`src/rtl/instr_decode_stage_pkg.sv`:
```
// -----------------------------------------------------------------------------
// instr_decode_stage_pkg
// Shared decode definitions for the RV32I decode stage and the ALU:
//   - alu_ctrl_e : ALU operation codes
//   - OPC_*      : base opcodes handled by the decoder
//   - F3_* / F7_*: funct3 / funct7 constants (branch conditions included)
//   - dec_t      : decoded control bundle
//   - alu_base_op: funct3 -> ALU op for the non-alternate R/I encodings
// -----------------------------------------------------------------------------
package instr_decode_stage_pkg;

    typedef enum logic [4:0] {
        ALU_ADD  = 5'd0,
        ALU_SUB  = 5'd1,
        ALU_SLL  = 5'd2,
        ALU_SLLI = 5'd3,
        ALU_SLT  = 5'd4,
        ALU_SLTU = 5'd5,
        ALU_XOR  = 5'd6,
        ALU_SRL  = 5'd7,
        ALU_SRA  = 5'd8,
        ALU_SRLI = 5'd9,
        ALU_SRAI = 5'd10,
        ALU_OR   = 5'd11,
        ALU_AND  = 5'd12
    } alu_ctrl_e;

    localparam logic [6:0] OPC_OP     = 7'b0110011;
    localparam logic [6:0] OPC_OP_IMM = 7'b0010011;
    localparam logic [6:0] OPC_LOAD   = 7'b0000011;
    localparam logic [6:0] OPC_STORE  = 7'b0100011;
    localparam logic [6:0] OPC_BRANCH = 7'b1100011;
    localparam logic [6:0] OPC_JAL    = 7'b1101111;
    localparam logic [6:0] OPC_LUI    = 7'b0110111;

    localparam logic [2:0] F3_ADD  = 3'b000;
    localparam logic [2:0] F3_SLL  = 3'b001;
    localparam logic [2:0] F3_SLT  = 3'b010;
    localparam logic [2:0] F3_SLTU = 3'b011;
    localparam logic [2:0] F3_XOR  = 3'b100;
    localparam logic [2:0] F3_SR   = 3'b101;
    localparam logic [2:0] F3_OR   = 3'b110;
    localparam logic [2:0] F3_AND  = 3'b111;
    localparam logic [2:0] F3_LW   = 3'b010;
    localparam logic [2:0] F3_SW   = 3'b010;

    localparam logic [2:0] F3_BEQ  = 3'b000;
    localparam logic [2:0] F3_BNE  = 3'b001;
    localparam logic [2:0] F3_BLT  = 3'b100;
    localparam logic [2:0] F3_BGE  = 3'b101;
    localparam logic [2:0] F3_BLTU = 3'b110;
    localparam logic [2:0] F3_BGEU = 3'b111;

    localparam logic [6:0] F7_BASE = 7'b0000000;
    localparam logic [6:0] F7_ALT  = 7'b0100000;

    // Register fields are kept at architectural width; the stage resizes them.
    typedef struct packed {
        alu_ctrl_e   alu_ctrl;
        logic [4:0]  rs1;
        logic [4:0]  rs2;
        logic [4:0]  rd;
        logic [31:0] imm;
        logic        srcb_imm;
        logic        reg_write;
        logic        mem_read;
        logic        mem_write;
        logic        jump;
        logic        branch;
        logic [2:0]  br_cond;
        logic        illegal;
    } dec_t;

    // Shift entries return the register-shift op; callers patch the imm forms.
    function automatic alu_ctrl_e alu_base_op(input logic [2:0] f3);
        case (f3)
            F3_ADD:  return ALU_ADD;
            F3_SLL:  return ALU_SLL;
            F3_SLT:  return ALU_SLT;
            F3_SLTU: return ALU_SLTU;
            F3_XOR:  return ALU_XOR;
            F3_SR:   return ALU_SRL;
            F3_OR:   return ALU_OR;
            default: return ALU_AND;
        endcase
    endfunction

endpackage

```
`src/rtl/instr_decode_stage_decoder_comb.sv`:
```
// -----------------------------------------------------------------------------
// instr_decoder_comb
// Purely combinational RV32I subset decoder.
//   instr : raw 32-bit instruction word
//   dec   : decoded control bundle (dec_t)
// Unsupported encodings yield illegal=1 with every strobe cleared and
// alu_ctrl=ADD; register fields are still passed through.
// Non-branch encodings report br_cond=0; R-type reports imm=0.
// -----------------------------------------------------------------------------
module instr_decoder_comb
    import instr_decode_stage_pkg::*;
(
    input  logic [31:0] instr,
    output dec_t        dec
);

    logic [6:0]  opc;
    logic [2:0]  f3;
    logic [6:0]  f7;
    logic [31:0] imm_i, imm_s, imm_b, imm_j, imm_u, imm_sh;
    logic        legal;

    assign opc    = instr[6:0];
    assign f3     = instr[14:12];
    assign f7     = instr[31:25];
    assign imm_i  = {{20{instr[31]}}, instr[31:20]};
    assign imm_s  = {{20{instr[31]}}, instr[31:25], instr[11:7]};
    assign imm_b  = {{19{instr[31]}}, instr[31], instr[7], instr[30:25], instr[11:8], 1'b0};
    assign imm_j  = {{11{instr[31]}}, instr[31], instr[19:12], instr[20], instr[30:21], 1'b0};
    assign imm_u  = {instr[31:12], 12'b0};
    assign imm_sh = {27'b0, instr[24:20]};

    always_comb begin
        dec     = '0;
        dec.rs1 = instr[19:15];
        dec.rs2 = instr[24:20];
        dec.rd  = instr[11:7];
        legal   = 1'b1;

        case (opc)
            OPC_OP: begin
                dec.reg_write = 1'b1;
                if (f7 == F7_BASE)
                    dec.alu_ctrl = alu_base_op(f3);
                else if (f7 == F7_ALT && f3 == F3_ADD)
                    dec.alu_ctrl = ALU_SUB;
                else if (f7 == F7_ALT && f3 == F3_SR)
                    dec.alu_ctrl = ALU_SRA;
                else
                    legal = 1'b0;
            end
            OPC_OP_IMM: begin
                dec.reg_write = 1'b1;
                dec.srcb_imm  = 1'b1;
                dec.imm       = imm_i;
                if (f3 == F3_SLL || f3 == F3_SR) begin
                    // Shift-immediates carry a zero-extended shamt, and funct7
                    // selects logical vs arithmetic on the right shift.
                    dec.imm = imm_sh;
                    if (f3 == F3_SLL && f7 == F7_BASE)
                        dec.alu_ctrl = ALU_SLLI;
                    else if (f3 == F3_SR && f7 == F7_BASE)
                        dec.alu_ctrl = ALU_SRLI;
                    else if (f3 == F3_SR && f7 == F7_ALT)
                        dec.alu_ctrl = ALU_SRAI;
                    else
                        legal = 1'b0;
                end else begin
                    dec.alu_ctrl = alu_base_op(f3);
                end
            end
            OPC_LOAD: begin
                if (f3 == F3_LW) begin
                    dec.reg_write = 1'b1;
                    dec.mem_read  = 1'b1;
                    dec.srcb_imm  = 1'b1;
                    dec.imm       = imm_i;
                end else begin
                    legal = 1'b0;
                end
            end
            OPC_STORE: begin
                if (f3 == F3_SW) begin
                    dec.mem_write = 1'b1;
                    dec.srcb_imm  = 1'b1;
                    dec.imm       = imm_s;
                end else begin
                    legal = 1'b0;
                end
            end
            OPC_BRANCH: begin
                // funct3 010/011 are holes in the branch space.
                if (f3 == 3'b010 || f3 == 3'b011) begin
                    legal = 1'b0;
                end else begin
                    dec.alu_ctrl = ALU_SUB;
                    dec.branch   = 1'b1;
                    dec.br_cond  = f3;
                    dec.imm      = imm_b;
                end
            end
            OPC_JAL: begin
                dec.jump      = 1'b1;
                dec.reg_write = 1'b1;
                dec.srcb_imm  = 1'b1;
                dec.imm       = imm_j;
            end
            OPC_LUI: begin
                // x0 + imm lets the ALU produce the upper immediate directly.
                dec.rs1       = '0;
                dec.reg_write = 1'b1;
                dec.srcb_imm  = 1'b1;
                dec.imm       = imm_u;
            end
            default: legal = 1'b0;
        endcase

        if (!legal) begin
            dec.alu_ctrl  = ALU_ADD;
            dec.imm       = '0;
            dec.srcb_imm  = 1'b0;
            dec.reg_write = 1'b0;
            dec.mem_read  = 1'b0;
            dec.mem_write = 1'b0;
            dec.jump      = 1'b0;
            dec.branch    = 1'b0;
            dec.br_cond   = '0;
            dec.illegal   = 1'b1;
        end

        if (dec.rd == 5'd0)
            dec.reg_write = 1'b0;
    end

endmodule

```
`src/rtl/instr_decode_stage.sv`:
```
// -----------------------------------------------------------------------------
// instr_decode_stage
// One-register decode stage with valid/ready handshakes on both sides.
//   clk_i, rst_i (sync, active-high), flush_i
//   in_valid_i / in_ready_o / instr_i / pc_i     : fetch side
//   out_valid_o / out_ready_i                    : execute side
//   alu_ctrl_o, rs1_o, rs2_o, rd_o, imm_o, srcb_imm_o, reg_write_o,
//   mem_read_o, mem_write_o, jump_o, branch_o, br_cond_o, pc_o, illegal_o
// Build option DECODE_SKID_BUFFER_EN: adds a one-entry skid buffer so that
// in_ready_o is a flop (!skid_full). Without it in_ready_o is
// out_ready_i || !out_valid_o. With out_ready_i held high both builds behave
// identically.
// -----------------------------------------------------------------------------
module instr_decode_stage
    import instr_decode_stage_pkg::*;
#(
    parameter int RF_ADDR_W = 5
) (
    input  logic                 clk_i,
    input  logic                 rst_i,
    input  logic                 flush_i,
    input  logic                 in_valid_i,
    output logic                 in_ready_o,
    input  logic [31:0]          instr_i,
    input  logic [31:0]          pc_i,
    output logic                 out_valid_o,
    input  logic                 out_ready_i,
    output logic [4:0]           alu_ctrl_o,
    output logic [RF_ADDR_W-1:0] rs1_o,
    output logic [RF_ADDR_W-1:0] rs2_o,
    output logic [RF_ADDR_W-1:0] rd_o,
    output logic [31:0]          imm_o,
    output logic                 srcb_imm_o,
    output logic                 reg_write_o,
    output logic                 mem_read_o,
    output logic                 mem_write_o,
    output logic                 jump_o,
    output logic                 branch_o,
    output logic [2:0]           br_cond_o,
    output logic [31:0]          pc_o,
    output logic                 illegal_o
);

    dec_t        dec_new;
    dec_t        out_q;
    logic [31:0] pc_q;
    logic        vld_q;
    logic        accept;

    instr_decoder_comb u_dec (
        .instr (instr_i),
        .dec   (dec_new)
    );

    assign accept = in_valid_i && in_ready_o;

`ifdef DECODE_SKID_BUFFER_EN
    dec_t        skid_q;
    logic [31:0] skid_pc_q;
    logic        skid_full_q;

    assign in_ready_o = !skid_full_q;

    // Skid only fills when the output is stalled, so in_ready_o may lag the
    // stall by a cycle without losing the instruction accepted meanwhile.
    always_ff @(posedge clk_i) begin
        if (rst_i) begin
            vld_q       <= 1'b0;
            out_q       <= '0;
            pc_q        <= '0;
            skid_full_q <= 1'b0;
            skid_q      <= '0;
            skid_pc_q   <= '0;
        end else if (flush_i) begin
            vld_q       <= 1'b0;
            skid_full_q <= 1'b0;
        end else if (!vld_q || out_ready_i) begin
            if (skid_full_q) begin
                out_q       <= skid_q;
                pc_q        <= skid_pc_q;
                vld_q       <= 1'b1;
                skid_full_q <= 1'b0;
            end else begin
                vld_q <= accept;
                if (accept) begin
                    out_q <= dec_new;
                    pc_q  <= pc_i;
                end
            end
        end else if (accept) begin
            skid_q      <= dec_new;
            skid_pc_q   <= pc_i;
            skid_full_q <= 1'b1;
        end
    end
`else
    assign in_ready_o = out_ready_i || !vld_q;

    always_ff @(posedge clk_i) begin
        if (rst_i) begin
            vld_q <= 1'b0;
            out_q <= '0;
            pc_q  <= '0;
        end else if (flush_i) begin
            vld_q <= 1'b0;
        end else if (in_ready_o) begin
            // Register is empty or being consumed: it takes whatever arrives.
            vld_q <= in_valid_i;
            if (accept) begin
                out_q <= dec_new;
                pc_q  <= pc_i;
            end
        end
    end
`endif

    assign out_valid_o = vld_q;
    assign alu_ctrl_o  = out_q.alu_ctrl;
    assign rs1_o       = RF_ADDR_W'(out_q.rs1);
    assign rs2_o       = RF_ADDR_W'(out_q.rs2);
    assign rd_o        = RF_ADDR_W'(out_q.rd);
    assign imm_o       = out_q.imm;
    assign srcb_imm_o  = out_q.srcb_imm;
    assign reg_write_o = out_q.reg_write;
    assign mem_read_o  = out_q.mem_read;
    assign mem_write_o = out_q.mem_write;
    assign jump_o      = out_q.jump;
    assign branch_o    = out_q.branch;
    assign br_cond_o   = out_q.br_cond;
    assign illegal_o   = out_q.illegal;
    assign pc_o        = pc_q;

endmodule

```
`config.mk`:
```
export PLATFORM = sky130hd
export DESIGN_NAME = instr_decode_stage
export DESIGN_NICKNAME = d
export VERILOG_FILES = /design/src/rtl/instr_decode_stage_pkg.sv /design/src/rtl/instr_decode_stage_decoder_comb.sv /design/src/rtl/instr_decode_stage.sv
export SDC_FILE = /design/constraint.sdc
export NUM_CORES = 1
export LEC_CHECK = 0
export ABC_AREA = 1
export ABC_CLOCK_PERIOD_IN_PS = 1700
export BUFFER_PORTS_ARGS = -buffer_cell sky130_fd_sc_hd__buf_2
export CORE_UTILIZATION = 54
export CTS_BUF_LIST = sky130_fd_sc_hd__clkbuf_8
export DETAILED_ROUTE_END_ITERATION = 10
export PLACE_DENSITY = 0.88
export SLEW_MARGIN = 5
export SYNTH_ARGS = -nofsm -noshare
export SYNTH_HDL_FRONTEND = slang
export SYNTH_HIERARCHICAL = 1
export SYNTH_SLANG_ARGS = --single-unit
```
`constraint.sdc`:
```
create_clock -name clk_i -period 1.7 [get_ports clk_i]
set_input_delay 0.085 -clock clk_i [delete_from_list [all_inputs] [get_ports clk_i]]
set_output_delay 0.085 -clock clk_i [all_outputs]
set_load 0.005 [all_outputs]
```
-- Word-level counts from Yosys, hierarchy flattened
Cells that the tools add are included.
- multiplexer cells: 35
- bitwise gates (word level): 1
- equal/unequal tests: 14
- reductions and logical operators: 18
- operators with widths (operator ; count):
    $pmux W32 S6 ; 1
    $mux W32 ; 2
    $mux W42 ; 1
    $mux W35 ; 1
    $mux W5 ; 7
    $mux W33 ; 1
    $eq A7 B6 Y1 const B ; 4
    $pmux W4 S7 ; 1
    $mux W4 ; 4
    $pmux W5 S3 ; 1
    $eq A7 B7 Y1 const B ; 2
    $mux W1 ; 13
    $eq A3 B3 Y1 const B ; 3
    $eq A7 B2 Y1 const B ; 1
    $eq A7 B5 Y1 const B ; 1
    $logic_not A7 Y1 ; 1
    $eq A3 B2 Y1 const B ; 2
    $reduce_or A2 Y1 ; 3
    $logic_and A1 B1 Y1 ; 5
    $logic_not A5 Y1 ; 1
    $pmux W1 S5 ; 1
    $reduce_or A4 Y1 ; 1
    $eq A3 B1 Y1 const B ; 1
    $logic_not A3 Y1 ; 1
    other kinds (7) ; 9
- logic and storage cells: 83
- bits of input ports: 69
- register bits: 95

-- Longest topological paths before layout
- depth after elaboration: 9
- mapped depth: 14
- gate-level depth less buffers: 14

-- Hierarchy
The synthesis kept the hierarchy.
- modules (own cells, without submodules) (module ; times used ; cells each ; area each (µm²) ; seq. area each (µm²)):
    instr_decode_stage ; 1 ; 622 ; 4169.0 ; 1901.8
    instr_decoder_comb ; 1 ; 240 ; 1212.4 ; 0.0

-- Worst setup path before layout
OpenSTA, ideal clock, no wires.
- kind: input-to-reg
- from: in instr_i[1]
- to: reg out_q, in the netlist imm_o[31]
- arrival time: 1.192 ns
- library setup time: 0.115 ns
- required time: 1.585 ns
- stages: 13
- path slack: 0.393 ns
- cell sequence: nand2_1 > inv_1 > nand2_1 > nor2_4 > nand2_2 > nand2_4 > o21ai_2 > buf_6 > o21ai_2 > inv_1 > nand3_1 > nand2_1 > nor2_1
- RTL lines (item ; RTL line ; RTL):
    from (decl) ; instr_decode_stage.sv:24 ; input logic [31:0] instr_i,
    to (signal assigned) ; instr_decode_stage.sv:110 ; out_q <= dec_new;
    to (decl) ; instr_decode_stage.sv:45 ; dec_t out_q;

-- Worst setup path in the final report
- from: reg vld_q, in the netlist out_valid_o
- to: out in_ready_o
- cells in the longest elaborated chain, start to end: 2
- RTL lines (item ; RTL line ; RTL):
    from (decl) ; instr_decode_stage.sv:47 ; logic vld_q;
    from (signal assigned) ; instr_decode_stage.sv:108 ; vld_q <= in_valid_i;
    $logic_not A1 Y1 ; instr_decode_stage.sv:97 ; assign in_ready_o = out_ready_i || !vld_q;
    $logic_or A1 B1 Y1 ; instr_decode_stage.sv:97 ;
    to (decl) ; instr_decode_stage.sv:23 ; output logic in_ready_o,
No other way between the ends.

==> results.md <==
- Status: finished clean
- Seq pwr share: 0.495
- Setup TNS: 0 ns
- Port bufs: about 160
- Cell with the most instances after synthesis: nand2_1
- Flops & latches, synth: 95
- Async SR Flop Fraction: 0
- Max_cap viols: 0
- Die Ht: 102 um
- Post-synthesis sequential area ratio: 0.353
- Worst Clk Skew: 0.0114 ns
- Post-synth EDFFs: 0
- GRT Overall Usage: 0.261
- Num rows: 36
- Root buf cell: clkbuf_8
- CTS tree: done
- Fraction of layout cells with a size suffix above 1: 0.251
- First drt pass iteration count: 5
- Reg area: 1900 um^2
- R2R Setup Slk: 0.38 ns
- CP Data Arrival Time: 1.47 ns
- Mean Syn Cell Area: around 6.2 um^2
- Post-DR vias/cell: 4.91
- Peak supply drop: 0.000380 V
- Total die area: 10400 um^2
- Synth cell count leaders: nand2_1, inv_1, nor2_1
- Static leakage: roughly 3.5 nW
- RSZ-0062 raised after global routing: no
- Antenna-violating nets left: 0
- Drt drc: 0
- Clk Latency, worst-skew pair: 0.35 ns
- Core ar.: 9730 um^2
- Highest Clock Rate: 0.642 GHz
- Part of the cycle the worst path needs: 0.917
- Fill count: 946
- Clock slew at reported path FFs: 0.10 ns
- Setup Crit Path Kind: register to output port
- Chip width: 102 um
- Largest net degree at the start of global routing: 85
- Largest area contributor in the netlist: dfxtp_1
- Final WL: ~14 mm
- Final Max Slew Viols: 0
- Vias: 5566
- Switching Share: 0.278
- First DRT Iteration DRCs: around 350
- HP Class: input pin to register
- Global-route wire length before repair: 21.6 mm
- Starting Density: 0.553
- Worst setup SP type: register
- P_int: 0.00356 W
- Final setup vio count: 0
- Syn nets: just over 900
- Most used DFF post-synth: dfxtp_1
- Vias in the first global route: 4657
- I/O pin total: 165
- Final hold viol count: 0
- Psw: about 0.0014 W
- Post-DP HPWL: 9.84 mm
- Placed Area: 6250 um^2
- Gpl congestion: 0.990
- Grt total ovfl: 0
- Ranking of synthesized cells by area: dfxtp_1, nand2_1, a21oi_1
- Post-route cell area: 6490 um^2
- PD cells: 759 nW/um^2
- WP data required: 1.62 ns
- DR WL/cell: 12.0 um
- Area growth syn-to-layout: 20.6%
- Post-CTS resize count: 0
- Synthesized instance count: 862
- Synthesis Warnings: 6
- Post-synthesis cell type count: 31
- CTS H-tree lvls: 3
- CTS buffer count: 9
- Period minus WS final: approximately 1.6 ns
- Comb power frac: 0.173
- Critical Path End Type: output port
- Multi-input combinational cell area: 2580 um^2
- Worst-path maximum fanout: just over 50
- Clock buffer depth: 2
- Clock Sinks: between 90 and 100
- Yosys top cell area share: 0.353
- Clock network power share: 0.332
- Synthesized cell area: approximately 5400 um^2
- NumNets Final: 1066
- Initial antenna violation count: 1
-- layer usage --
| metal | GRT usage | part of all wire | vias up |
|---|---|---|---|
| li1 | - | - | 2917 |
| met1 | 0.357 | 0.45 | 2445 |
| met2 | 0.417 | 0.47 | 184 |
| met3 | 0.0520 | 0.058 | 20 |
| met4 | 0.0813 | 0.018 | 0 |
| met5 | 0 | 0 | - |
-- flip-flops by register name (all words and copies together) (netlist names) --
register     cells
illegal_o        1
rd_o             5
jump_o           1
srcb_imm_o       1
pc_o            32
imm_o           32
out_valid_o      1
mem_read_o       1
rs1_o            5
reg_write_o      1
br_cond_o        3
rs2_o            5
mem_write_o      1
alu_ctrl_o       5
branch_o         1
-- per-stage QoR --
| step | power, W | util | setup slack (ns) | std cells | hold slack, ns |
|---|---|---|---|---|---|
| after global placement | 0.00332 | 0.643 | 0.183 | 1115 | 0.275 |
| after CTS | 0.00495 | 0.667 | 0.133 | 1132 | 0.0224 |
| after global routing | 0.00521 | 0.667 | 0.0432 | 1132 | 0.0503 |
| after floorplan | 0.00300 | - | 0.393 | 862 | 0.162 |
| final | 0.00493 | 0.667 | 0.141 | 1133 | 0.0327 |
| after detailed placement | 0.00334 | 0.643 | 0.123 | 1115 | 0.277 |
-- cells by family (layout without fill, tap and decap cells) --
kind of cell	count (synthesis)	after routing	synth area share
flops	95	95	0.353
compound gates	131	131	0.131
other cells	1	2	0.000697
fa+ha+maj	2	2	0.00465
simple gates	419	419	0.341
buf+inv	214	351	0.169
-- power by group through the flow --
stage | Clock (W) | Combinational [W] | Sequential (W)
final | 0.00163 | 0.000853 | 0.00244
after global routing | 0.00178 | 0.000967 | 0.00246
after CTS | 0.00166 | 0.000853 | 0.00244
after detailed placement | 0 | 0.000846 | 0.00249
after global placement | 0 | 0.000830 | 0.00249
after floorplan | 0 | 0.000500 | 0.00250
-- critical path: stages, from the launching register on --
cell and delay (ns):
dfxtp_1 0.45, nand2_8 0.24, buf_12 0.27, buf_2 0.14
-- final cells by class --
cell class | instances | share of cell area
flip-flops and latches | 95 | 0.293
repair buffers | 187 | 0.163
inverters | 149 | 0.0861
well taps | 133 | 0.0256
clock buffers | 9 | 0.0191
clock inverters | 6 | 0.0145
diodes | 1 | 0.000385
multi-input cells | 553 | 0.398
-- cells in the final DEF (no fill, tap or decap), types with 9 or more instances in the layout --
cell | netlist | routed
a21oi_1 | 106 | 106
buf_2 | 28 | 164
buf_4 | 13 | 16
clkbuf_8 | 0 | 9
dfxtp_1 | 95 | 95
inv_1 | 141 | 140
inv_2 | 8 | 9
nand2_1 | 158 | 158
nand2_2 | 16 | 15
nand3_1 | 106 | 106
nor2_1 | 120 | 120
o21ai_2 | 10 | 10
-- path summary, 6_finish.rpt --
path / from / cells after the start / to
setup reg to reg: out_valid_o / 4 / imm_o[22]
hold / removal: pc_i[11] / 5 / pc_o[11]
setup / recovery: out_valid_o / 3 / in_ready_o
hold reg to reg: pc_o[27] / 2 / pc_o[27]
-- timing repair --
action,in CTS,in global routing
hold endpoints to repair,1,0
hold buffers,2,0
setup buffers,0,0
Power figures use the tool's default switching activity.
